## src/rtl/prga_decrypt_fsm.sv

```systemverilog
// prga_decrypt_fsm: RC4 PRGA over a pre-shuffled S memory, XOR-decrypting MSG_LEN ROM bytes into RAM.
module prga_decrypt_fsm #(
  parameter int MSG_LEN = 32
) (
  input  logic       clk,
  input  logic       reset,
  input  logic       start,
  input  logic [7:0] s_q,
  output logic [7:0] s_address,
  output logic [7:0] s_data,
  output logic       s_wren,
  input  logic [7:0] enc_q,
  output logic [4:0] enc_address,
  output logic [4:0] dec_address,
  output logic [7:0] dec_data,
  output logic       dec_wren,
  output logic       busy,
  output logic       done
);
  typedef enum logic [3:0] {
    IDLE, INC_I, WAIT_I, READ_I, SET_J, WAIT_J, READ_J, WRITE_I,
    WRITE_J, SET_F, WAIT_F, READ_F, WRITE_DEC, NEXT, DONE
  } state_t;
  state_t state, state_n;
  logic [7:0] i, j, si, sj, f, e;
  logic [4:0] k;
  logic last;
  assign last = k == 5'(MSG_LEN - 1);
  always_ff @(posedge clk or negedge reset)
    if (!reset) state <= IDLE;
    else state <= state_n;
  // the per-byte states are encoded consecutively, so most steps are a plain increment
  always_comb
    state_n = state == IDLE ? (start ? INC_I : IDLE) :
              state == NEXT ? (last ? DONE : INC_I) :
              state == DONE ? (start ? DONE : IDLE) :
              state_t'(state + 4'd1);
  always_ff @(posedge clk or negedge reset)
    if (!reset) {i, j, k, si, sj, f, e} <= '0;
    else
      case (state)
        IDLE: begin
          i <= 8'd0;
          j <= 8'd0;
          k <= 5'd0;
        end
        INC_I: i <= i + 8'd1;
        READ_I: si <= s_q;
        SET_J: j <= j + si;
        READ_J: sj <= s_q;
        READ_F: begin
          f <= s_q;
          e <= enc_q;
        end
        NEXT: if (!last) k <= k + 5'd1;
        default: ;
      endcase
  // addresses are held through the wait/read states to cover the two-cycle read latency
  always_comb begin
    s_address   = state == INC_I ? i + 8'd1 :
                  state inside {WAIT_I, READ_I, WRITE_I} ? i :
                  state == SET_J ? j + si :
                  state inside {WAIT_J, READ_J, WRITE_J} ? j :
                  state inside {SET_F, WAIT_F, READ_F} ? si + sj : 8'd0;
    s_data      = state == WRITE_I ? sj : state == WRITE_J ? si : 8'd0;
    s_wren      = state inside {WRITE_I, WRITE_J};
    enc_address = state inside {SET_F, WAIT_F, READ_F} ? k : 5'd0;
    dec_address = state == WRITE_DEC ? k : 5'd0;
    dec_data    = state == WRITE_DEC ? f ^ e : 8'd0;
    dec_wren    = state == WRITE_DEC;
    busy        = !(state inside {IDLE, DONE});
    done        = state == DONE;
  end
endmodule

```

## config.mk

```make
export PLATFORM = sky130hd
export DESIGN_NAME = prga_decrypt_fsm
export DESIGN_NICKNAME = d
export VERILOG_FILES = /design/src/rtl/prga_decrypt_fsm.sv
export SDC_FILE = /design/constraint.sdc
export NUM_CORES = 1
export LEC_CHECK = 0
export ABC_AREA = 1
export BUFFER_PORTS_ARGS = -buffer_cell sky130_fd_sc_hd__buf_2
export CORE_MARGIN = 2
export CORE_UTILIZATION = 62
export CTS_BUF_LIST = sky130_fd_sc_hd__clkbuf_4 sky130_fd_sc_hd__clkbuf_8 sky130_fd_sc_hd__clkbuf_16
export CTS_CLUSTER_DIAMETER = 80
export CTS_CLUSTER_SIZE = 8
export DETAILED_ROUTE_END_ITERATION = 12
export GPL_TIMING_DRIVEN = 0
export PLACE_DENSITY = 0.83
export SLEW_MARGIN = 20
export SYNTH_ARGS = -nofsm -noshare
export SYNTH_HDL_FRONTEND = slang
export SYNTH_SLANG_ARGS = --single-unit
```

## constraint.sdc

```tcl
create_clock -name clk -period 6.1 [get_ports clk]
set_input_delay 1.22 -clock clk [delete_from_list [all_inputs] [get_ports clk]]
set_output_delay 1.22 -clock clk [all_outputs]
set_load 0.03 [all_outputs]
```

==> metrics.md, run 1 <==
| Metric | Value |
|---|---|
| Post-route insts no fill | `626` |
| Top post-synthesis cells by area | `dfrtp_1 (39%), nand2_1 (12%), o21ai_0 (7.9%)` |
| Syn Inst Count | `479` |
| DR WL/cell | `13.91 microns` |
| # fillers | `455` |
| # IOs | `57` |
| NetSw | `1.279 mW` |
| Number of synthesized register bits | `57` |
| Share of layout cells above drive strength 1 | `18.33%` |
| Top_reg_cell synth | `dfrtp_1` |
| Crit Reg-Reg Endpoint | `i[7]` |
| Setup TNS | `0 ps` |
| Initial antenna violation count | `0` |
| Peak VDD IR | `0.3068 mV` |
| Total number of vias | `3458` |
| Status | `finished clean` |
| Max Clk Rate | `279.8 MHz` |
| Post-DR vias/cell | `5.524` |
| Post-synth ARST share | `100.0%` |
| 1st-iter DRT viols | `223` |
| Slew Limit Fails | `0` |
| Slowest cell delay on critical path | `440 ps` |
| # hold bufs at CTS | `0` |
| Post-DP Area | `4043 sq um` |
| Top cell type's share of synthesized area | `38.91%` |
| Largest net degree at the start of global routing | `58` |
| Post-synth cell types | `32` |
| Fin crit period | `3574 ps` |
| Number of global-route vias before repair | `3345` |
| Comb pwr share | `57.8%` |
| Sw frac | `50.66%` |
| Clock-pin slew on the worst setup and hold paths | `70 ps` |
| Most used cell, CP | `nand2_1` |
| Worst r2r src | `state[0]` |
| EDFF count, synth | `0` |
| CTS tree | `built` |
| WL final | `8710 microns` |
| Static Leak | `2.247 nW` |
| Post-cts sizing count | `0` |
| Die Wd | `80.90 microns` |
| Seq/Total Area, Yosys | `38.91%` |
| Total CTS buffers | `9` |
| Hold Fails Final Rpt | `0` |
| DRC violations left | `0` |
| Reg2reg path depth | `7` |
| Pwr per Cell Area | `594.7 nW/um^2` |
| Final ANT Viol Nets | `0` |
| Finish-stage setup viols | `0` |
| Worst skew pair latency | `340 ps` |
| CTS H-tree lvls | `3` |
| Syn nets | `521` |
| Critical Path End | `s_address[4]` |
| WHS | `518.8 ps` |
| Initial core utilization | `63.04%` |
| Worst path arrival time | `2350 ps` |
| Max-capacitance violation count | `0` |
| Worst-margin pin slew | `742.8 ps` |
| Synthesized area per cell | `7.653 sq um` |
| Sink Count | `57` |
| CP Cell Sequence | `ha_1 -> fa_1 -> nand3_1 -> nand3_1 -> xnor2_1 -> o22ai_1 -> nand2_1 -> nand2_1 -> nand2_1 -> nand2_1 -> buf_2` |
| Area growth syn-to-layout | `15.84%` |
| Final Wtd Congestion | `0.8850` |
| Number of port buffers | `56` |
| Mapped cell area | `3666 sq um` |
| Clock power frac | `14.4%` |
| Fin crit share | `58.60%` |
| Slowest-stage cell, CP | `fa_1` |
| Core Region | `5816 sq um` |
| Chip Height | `80.90 microns` |
| Nature of the critical path endpoint | `primary output` |
| RSZ-0062 raised after global routing | `false` |
| Placed insts | `610` |
| Dpl hpwl | `6535 microns` |
| Die Area | `6544 sq um` |
| N_diodes | `0` |
| Hold crit path type | `reg -> reg` |
| Gr usage total | `28.97%` |
| DR pass1 iterations | `5` |
| WP data required | `4880 ps` |
| Layout Nets | `588` |
| Int Power | `1.246 mW` |
| Clock Path Buffers | `2` |
| Register share of total power | `27.8%` |
| First-pass GRT wire length | `14570 microns` |
| Slew margin rel. | `50.48%` |
| Setup CP Type | `reg -> out` |
| Synth area leader | `dfrtp_1` |
| Critical Path Start | `si[0]` |
| GRT overflow | `0` |
| Worst-path fanout max | `4` |
| Synthesis Warnings | `0` |
| Design area | `4247 sq um` |
| Internal reg-to-reg setup slack | `4380 ps` |
| Layout Skew | `11.87 ps` |
| CP Depth | `11` |
| Worst Path Buf+Inv | `1` |
| CP startpoint kind | `flip-flop` |
| CP top delay family | `adder cells` |
| # Post-CTS Setup Buffers | `0` |
| # rows | `28` |
| Clock root cell | `clkbuf_8` |
flip-flops by register name, summed over array words and instances, names as in the netlist:
register	flops
e	8
state	4
si	8
i	8
sj	8
f	8
k	5
j	8
power groups by stage:
stage	registers, mW	logic, mW	clock network (mW)
4_1_cts	0.697	1.45	0.370
5_1_grt	0.722	1.64	0.386
3_3_place_gp	0.694	1.39	0
6_report	0.702	1.46	0.365
2_1_floorplan	0.657	1.12	0
3_5_place_dp	0.702	1.43	0
synth_stat cells, drive strengths merged (3+ instances only):
cell type,n
nand2,115
mux2,8
nand4,6
o22ai,5
nor3,5
nor2,36
a21oi,19
a32o,8
o21ai,65
inv,76
xnor2,13
nand3,25
ha,21
clkbuf,6
dfrtp,57
buf,3
worst min path at each step:
stage | from | to | cells past startpoint
floorplan | f[0] | f[0] | 2
global placement | f[0] | f[0] | 2
detailed placement | f[0] | f[0] | 2
CTS | f[6] | f[6] | 2
global route | e[4] | e[4] | 1
finish | f[6] | f[6] | 2
per-layer routing:
metal	GRT usage [%]	up-vias	part of all wire [%]
met3	5.556	19	6.2
met1	35.67	1597	44
met4	13.73	0	2.3
met2	49.01	137	47
li1	-	1705	-
met5	0	-	0
placed cells by master, fill, tap and decap left out, types with 3 or more instances in the layout:
cell type / count
inv_1: 70
o21ai_0: 58
nor2_2: 3
inv_2: 6
xnor2_1: 13
o22ai_1: 5
nand2_1: 114
o21ai_1: 5
nand3_1: 25
clkbuf_8: 9
a32o_1: 8
nor3_1: 5
clkbuf_1: 5
clkinv_4: 3
nor2_4: 3
dfrtp_1: 57
mux2_2: 8
buf_2: 58
nand4_1: 6
nor2_1: 30
a21oi_1: 19
ha_1: 21
area by class of cell:
| type | instances | area (sq um) | area share (%) |
|---|---|---|---|
| multi-input cells | 337 | 1916 | 45.11 |
| flip-flops and latches | 57 | 1426 | 33.59 |
| inverters | 76 | 285.3 | 6.718 |
| repair buffers | 56 | 282.8 | 6.659 |
| clock buffers | 9 | 123.9 | 2.917 |
| well taps | 75 | 93.84 | 2.210 |
| clock inverters | 7 | 80.08 | 1.886 |
| plain buffers | 9 | 38.79 | 0.9134 |
through the flow:
| step | util [%] | setup WS (ps) | total power, mW |
|---|---|---|---|
| global placement | 69.47 | 2928 | 2.083 |
| detailed placement | 69.51 | 2889 | 2.137 |
| global route | 73.02 | 2336 | 2.750 |
| finish | 73.02 | 2526 | 2.525 |
| floorplan | - | 2870 | 1.773 |
| CTS | 73.02 | 2519 | 2.515 |
cells by family (layout without fill, tap and decap cells):
group                    after synthesis  after routing  synth area share (%)
buffers and inverters                 85            157                 8.839
AND/OR/NAND/NOR                      189            189                 21.88
flip-flops                            57             57                 38.91
AO/OA/AOI/OAI                        102            102                 16.08
multiplexers                           8              8                 2.457
adder cells (fa/ha/maj)               23             23                 8.259
XOR/XNOR                              15             15                 3.584
worst min-delay path: stages, from the launching register on:
cell,delay (ps)
dfrtp_1,370
nand2_1,50
o21ai_0,60
Power figures use the tool's default switching activity.
==> inputs of run 2 (changes only) <==
Settings changed: CORE_UTILIZATION 62 to 57, PLACE_DENSITY 0.83 to 0.77.
Clock period 6.1 ns to 3.8 ns, I/O delays scaled along.
==> metrics.md, run 2 (same netlist as run 1, synthesis figures left out) <==
| Metric | Value |
|---|---|
| Setup TNS | `0 ps` |
| Fin crit share | `82.99%` |
| Clock Path Buffers | `2` |
| # hold bufs at CTS | `0` |
| N_diodes | `0` |
| Nature of the critical path endpoint | `primary output` |
| Layout Skew | `5.288 ps` |
| Clock-pin slew on the worst setup and hold paths | `70 ps` |
| Share of layout cells above drive strength 1 | `18.33%` |
| Hold Fails Final Rpt | `0` |
| # fillers | `526` |
| Commonest non-fill, non-tap cells in the layout | `nand2_1 (114), inv_1 (70), buf_2 (58), o21ai_0 (58), dfrtp_1 (57)` |
| Initial core utilization | `58.40%` |
| Hold crit path type | `in -> async` |
| # Post-CTS Setup Buffers | `0` |
| Setup CP Type | `reg -> out` |
| Post-DR vias/cell | `5.315` |
| Final Wtd Congestion | `0.8700` |
| Worst path arrival time | `2390 ps` |
| RSZ-0062 raised after global routing | `false` |
| WHS | `464.0 ps` |
| Number of port buffers | `56` |
| Worst skew pair latency | `350 ps` |
| First-pass GRT wire length | `15170 microns` |
| GRT overflow | `0` |
| Chip Height | `84.20 microns` |
| Initial antenna violation count | `0` |
| 1st-iter DRT viols | `164` |
| CTS H-tree lvls | `3` |
| Total number of vias | `3338` |
| Core Region | `6277 sq um` |
| Most common cell after layout, fill and taps aside | `nand2_1` |
| Static Leak | `2.264 nW` |
| WP data required | `3040 ps` |
| Sink Count | `57` |
| Max Clk Rate | `317.1 MHz` |
| Peak VDD IR | `0.4912 mV` |
| Gr usage total | `26.48%` |
| Design area | `4260 sq um` |
| Slew margin rel. | `51.18%` |
| Post-cts sizing count | `0` |
| Die Wd | `84.20 microns` |
| Placed insts | `612` |
| Total CTS buffers | `9` |
| WL final | `8671 microns` |
| Area growth syn-to-layout | `16.21%` |
| Worst-margin pin slew | `732.2 ps` |
| Number of global-route vias before repair | `3417` |
| Pwr per Cell Area | `952.8 nW/um^2` |
| Worst-path fanout max | `4` |
| CP startpoint kind | `flip-flop` |
| # IOs | `57` |
| Die Area | `7089 sq um` |
| Pre-CTS setup slack | `1042 ps` |
| DRC violations left | `0` |
| Finish-stage setup viols | `0` |
| Final ANT Viol Nets | `0` |
| DR WL/cell | `13.81 microns` |
| Layout Nets | `588` |
| # rows | `29` |
| Post-route insts no fill | `628` |
| DR pass1 iterations | `5` |
| Largest net degree at the start of global routing | `58` |
| Status | `finished clean` |
| Post-DP Area | `4045 sq um` |
| Fin crit period | `3154 ps` |
| Slew Limit Fails | `0` |
| Clock root cell | `clkbuf_8` |
| CTS tree | `built` |
| Dpl hpwl | `6591 microns` |
| Final setup margin | `646.4 ps` |
| Max-capacitance violation count | `0` |
[run 2: changes by cell type in the layout (fill, tap and decap cells not counted)]
cell / before / now
clkbuf_4: 0 / 2
clkbuf_8: 9 / 12
inv_6: 1 / 0
clkinv_4: 3 / 0
clkinvlp_4: 2 / 0
clkinv_2: 0 / 1
[run 2: path summary, 6_finish.rpt]
check	startpoint	to	slack [ps]	depth (start not counted)
min reg2reg	f[1]	f[1]	520	2
max	si[0]	s_address[4]	650	11
min in group clk	f[1]	f[1]	520	2
min	reset	i[3]	460	1
max in group asynchronous	reset	si[0]	2840	1
max reg2reg	state[0]	e[4]	2080	4
[run 2: power by group]
part / switching [mW] / internal (mW) / leakage [nW]
combinational: 1.50 / 0.824 / 1.43
clock: 0.242 / 0.370 / 0.114
sequential: 0.261 / 0.866 / 0.719
[run 2: layout make-up]
type                       instances  area, sq um  area share (%)
inverter                          76        285.3           6.696
sequential                        57         1426           33.48
clock buffer                      14        180.2           4.229
timing repair buffer              56        282.8           6.637
multi-input combinational        337         1916           44.96
buffer                             9        38.79          0.9104
clock inverter                     2        35.03          0.8223
tap                               77        96.34           2.261
[run 2: through the flow]
| stage | power [mW] | utilization [%] |
|---|---|---|
| 2_1_floorplan | 2.847 | - |
| 3_3_place_gp | 3.357 | 64.40 |
| 3_5_place_dp | 3.441 | 64.44 |
| 4_1_cts | 4.068 | 67.87 |
| 5_1_grt | 4.433 | 67.87 |
| 6_report | 4.059 | 67.87 |
[run 2: critical path, cell delays in order (launching register included)]
cell,delay [ps]
dfrtp_1,440
ha_1,250
fa_1,430
nand3_1,90
nand3_1,80
xnor2_1,150
o22ai_1,150
nand2_1,70
nand2_1,90
nand2_1,50
nand2_1,50
buf_2,190
[run 2: layer usage]
metal / vias to the layer above / part of all wire [%] / routed length [microns] / GRT usage (%)
li1: 1700 / - / - / -
met1: 1513 / 46 / 3957 / 33.23
met2: 99 / 46 / 4015 / 43.29
met3: 26 / 5.5 / 474 / 6.686
met4: 0 / 2.6 / 223 / 11.88
met5: - / 0 / 0 / 0
==> inputs of run 3 (changes only) <==
Clock period 3.8 ns to 3.05 ns, I/O delays scaled along.
==> metrics.md, run 3 (same netlist as run 1, synthesis figures left out) <==
| Metric | Value |
|---|---|
| Status | `finished clean` |
| Gr usage total | `26.48%` |
| Share of layout cells above drive strength 1 | `19.57%` |
| Number of port buffers | `56` |
| Final Wtd Congestion | `0.8700` |
| CTS H-tree lvls | `3` |
| Fin crit period | `2916 ps` |
| Core Region | `6277 sq um` |
| Sink Count | `57` |
| Slowest cell delay on critical path | `430 ps` |
| DR WL/cell | `13.92 microns` |
| Nature of the critical path endpoint | `primary output` |
| Commonest non-fill, non-tap cells in the layout | `nand2_1 (114), inv_1 (70), o21ai_0 (58)` |
| Hold crit path type | `in -> async` |
| Layout Skew | `4.476 ps` |
| CP startpoint kind | `flip-flop` |
| Static Leak | `2.265 nW` |
| Worst Path Buf+Inv | `1` |
| Slowest-stage cell, CP | `dfrtp_1` |
| Fin crit share | `95.59%` |
| Most common cell after layout, fill and taps aside | `nand2_1` |
| Util after Layout | `68.45%` |
| Hold Fails Final Rpt | `0` |
| RSZ-0062 raised after global routing | `true` |
| Slew margin rel. | `51.59%` |
| WP data required | `2440 ps` |
| Clock Path Buffers | `2` |
| Slew Limit Fails | `0` |
| Die Wd | `84.20 microns` |
| CP top delay family | `adder cells` |
| Post-DR vias/cell | `5.294` |
| Pwr per Cell Area | `1190 nW/um^2` |
| Total CTS buffers | `9` |
| Area growth syn-to-layout | `17.20%` |
| Setup CP Type | `reg -> out` |
| # hold bufs at CTS | `0` |
| Dpl hpwl | `6591 microns` |
| Worst path arrival time | `2310 ps` |
| Clock-pin slew on the worst setup and hold paths | `70 ps` |
| # fillers | `523` |
| Placed insts | `612` |
| CP Cell Sequence | `ha_1 -> fa_2 -> nand3_1 -> nand3_1 -> xnor2_1 -> o22ai_1 -> nand2_1 -> nand2_1 -> nand2_1 -> nand2_1 -> clkbuf_4` |
| Number of global-route vias before repair | `3417` |
| Peak VDD IR | `0.6129 mV` |
| Largest net degree at the start of global routing | `58` |
| Layout Nets | `589` |
| Reg area | `1426 sq um` |
| Post-route insts no fill | `629` |
| Die Area | `7089 sq um` |
| DR pass1 iterations | `5` |
| Chip Height | `84.20 microns` |
| Worst-margin pin slew | `726.2 ps` |
| Initial core utilization | `58.40%` |
| DRC violations left | `0` |
| # rows | `29` |
| Clock root cell | `clkbuf_8` |
| N_diodes | `0` |
| Multi-input logic area | `1942 sq um` |
| # IOs | `57` |
| Final ANT Viol Nets | `0` |
| Initial antenna violation count | `0` |
| CTS tree | `built` |
| Most used cell, CP | `nand2_1` |
| GRT overflow | `0` |
| Worst skew pair latency | `340 ps` |
| Finish-stage setup viols | `0` |
| Max-capacitance violation count | `0` |
| Worst-path fanout max | `3` |
| First-pass GRT wire length | `15170 microns` |
| 1st-iter DRT viols | `184` |
| Total number of vias | `3330` |
| WL final | `8755 microns` |
| Max Clk Rate | `343.0 MHz` |
## run 3: path summary, 6_finish.rpt
| kind | from | endpoint | slack (ps) | cells after the start |
|---|---|---|---|---|
| worst max-delay path | si[0] | s_address[4] | 130 | 11 |
| worst min-delay path | reset | i[3] | 320 | 1 |
| worst max register to register | state[0] | e[4] | 1310 | 4 |
| worst min register to register | f[0] | f[0] | 520 | 2 |
| max in group asynchronous | reset | e[0] | 2250 | 1 |
| min in group clk | enc_q[5] | e[5] | 500 | 2 |
## run 3: routing by layer
| layer | up-vias | GRT usage (%) | share of wire, % |
|---|---|---|---|
| met3 | 25 | 6.686 | 5.1 |
| li1 | 1697 | - | - |
| met2 | 94 | 43.29 | 46 |
| met5 | - | 0 | 0 |
| met4 | 0 | 11.88 | 2.6 |
| met1 | 1514 | 33.23 | 46 |
## run 3: metrics by stage
step / instance area, sq um / total power [mW] / setup slack, ps / hold slack [ps] / TNS (ps)
floorplan: 3666 / 3.546 / 430.1 / 314.4 / 0
global placement: 4043 / 4.182 / 462.1 / 495.0 / 0
detailed placement: 4045 / 4.287 / 442.2 / 503.3 / 0
CTS: 4260 / 5.069 / 54.04 / 347.6 / 0
global route: 4297 / 5.578 / -14.66 / 382.2 / -19.56
finish: 4297 / 5.115 / 134.4 / 317.7 / 0
## run 3: report_power, final
group | leakage (nW) | switching (mW) | internal [mW]
Clock | 0.114 | 0.299 | 0.461
Sequential | 0.719 | 0.326 | 1.08
Combinational | 1.43 | 1.89 | 1.06
## run 3: timing repair
item                                    4_1_cts  5_1_grt
buffers inserted                              0        1
endpoints found under the setup margin        0        8
gates resized for setup                       0        8
## run 3: area by class of cell
| cell class | count | area share (%) |
|---|---|---|
| Multi-Input combinational cell | 337 | 45.20 |
| Sequential cell | 57 | 33.20 |
| Timing Repair Buffer | 57 | 6.814 |
| Inverter | 76 | 6.639 |
| Clock buffer | 14 | 4.193 |
| Tap cell | 77 | 2.242 |
| Buffer | 9 | 0.9027 |
| Clock inverter | 2 | 0.8154 |
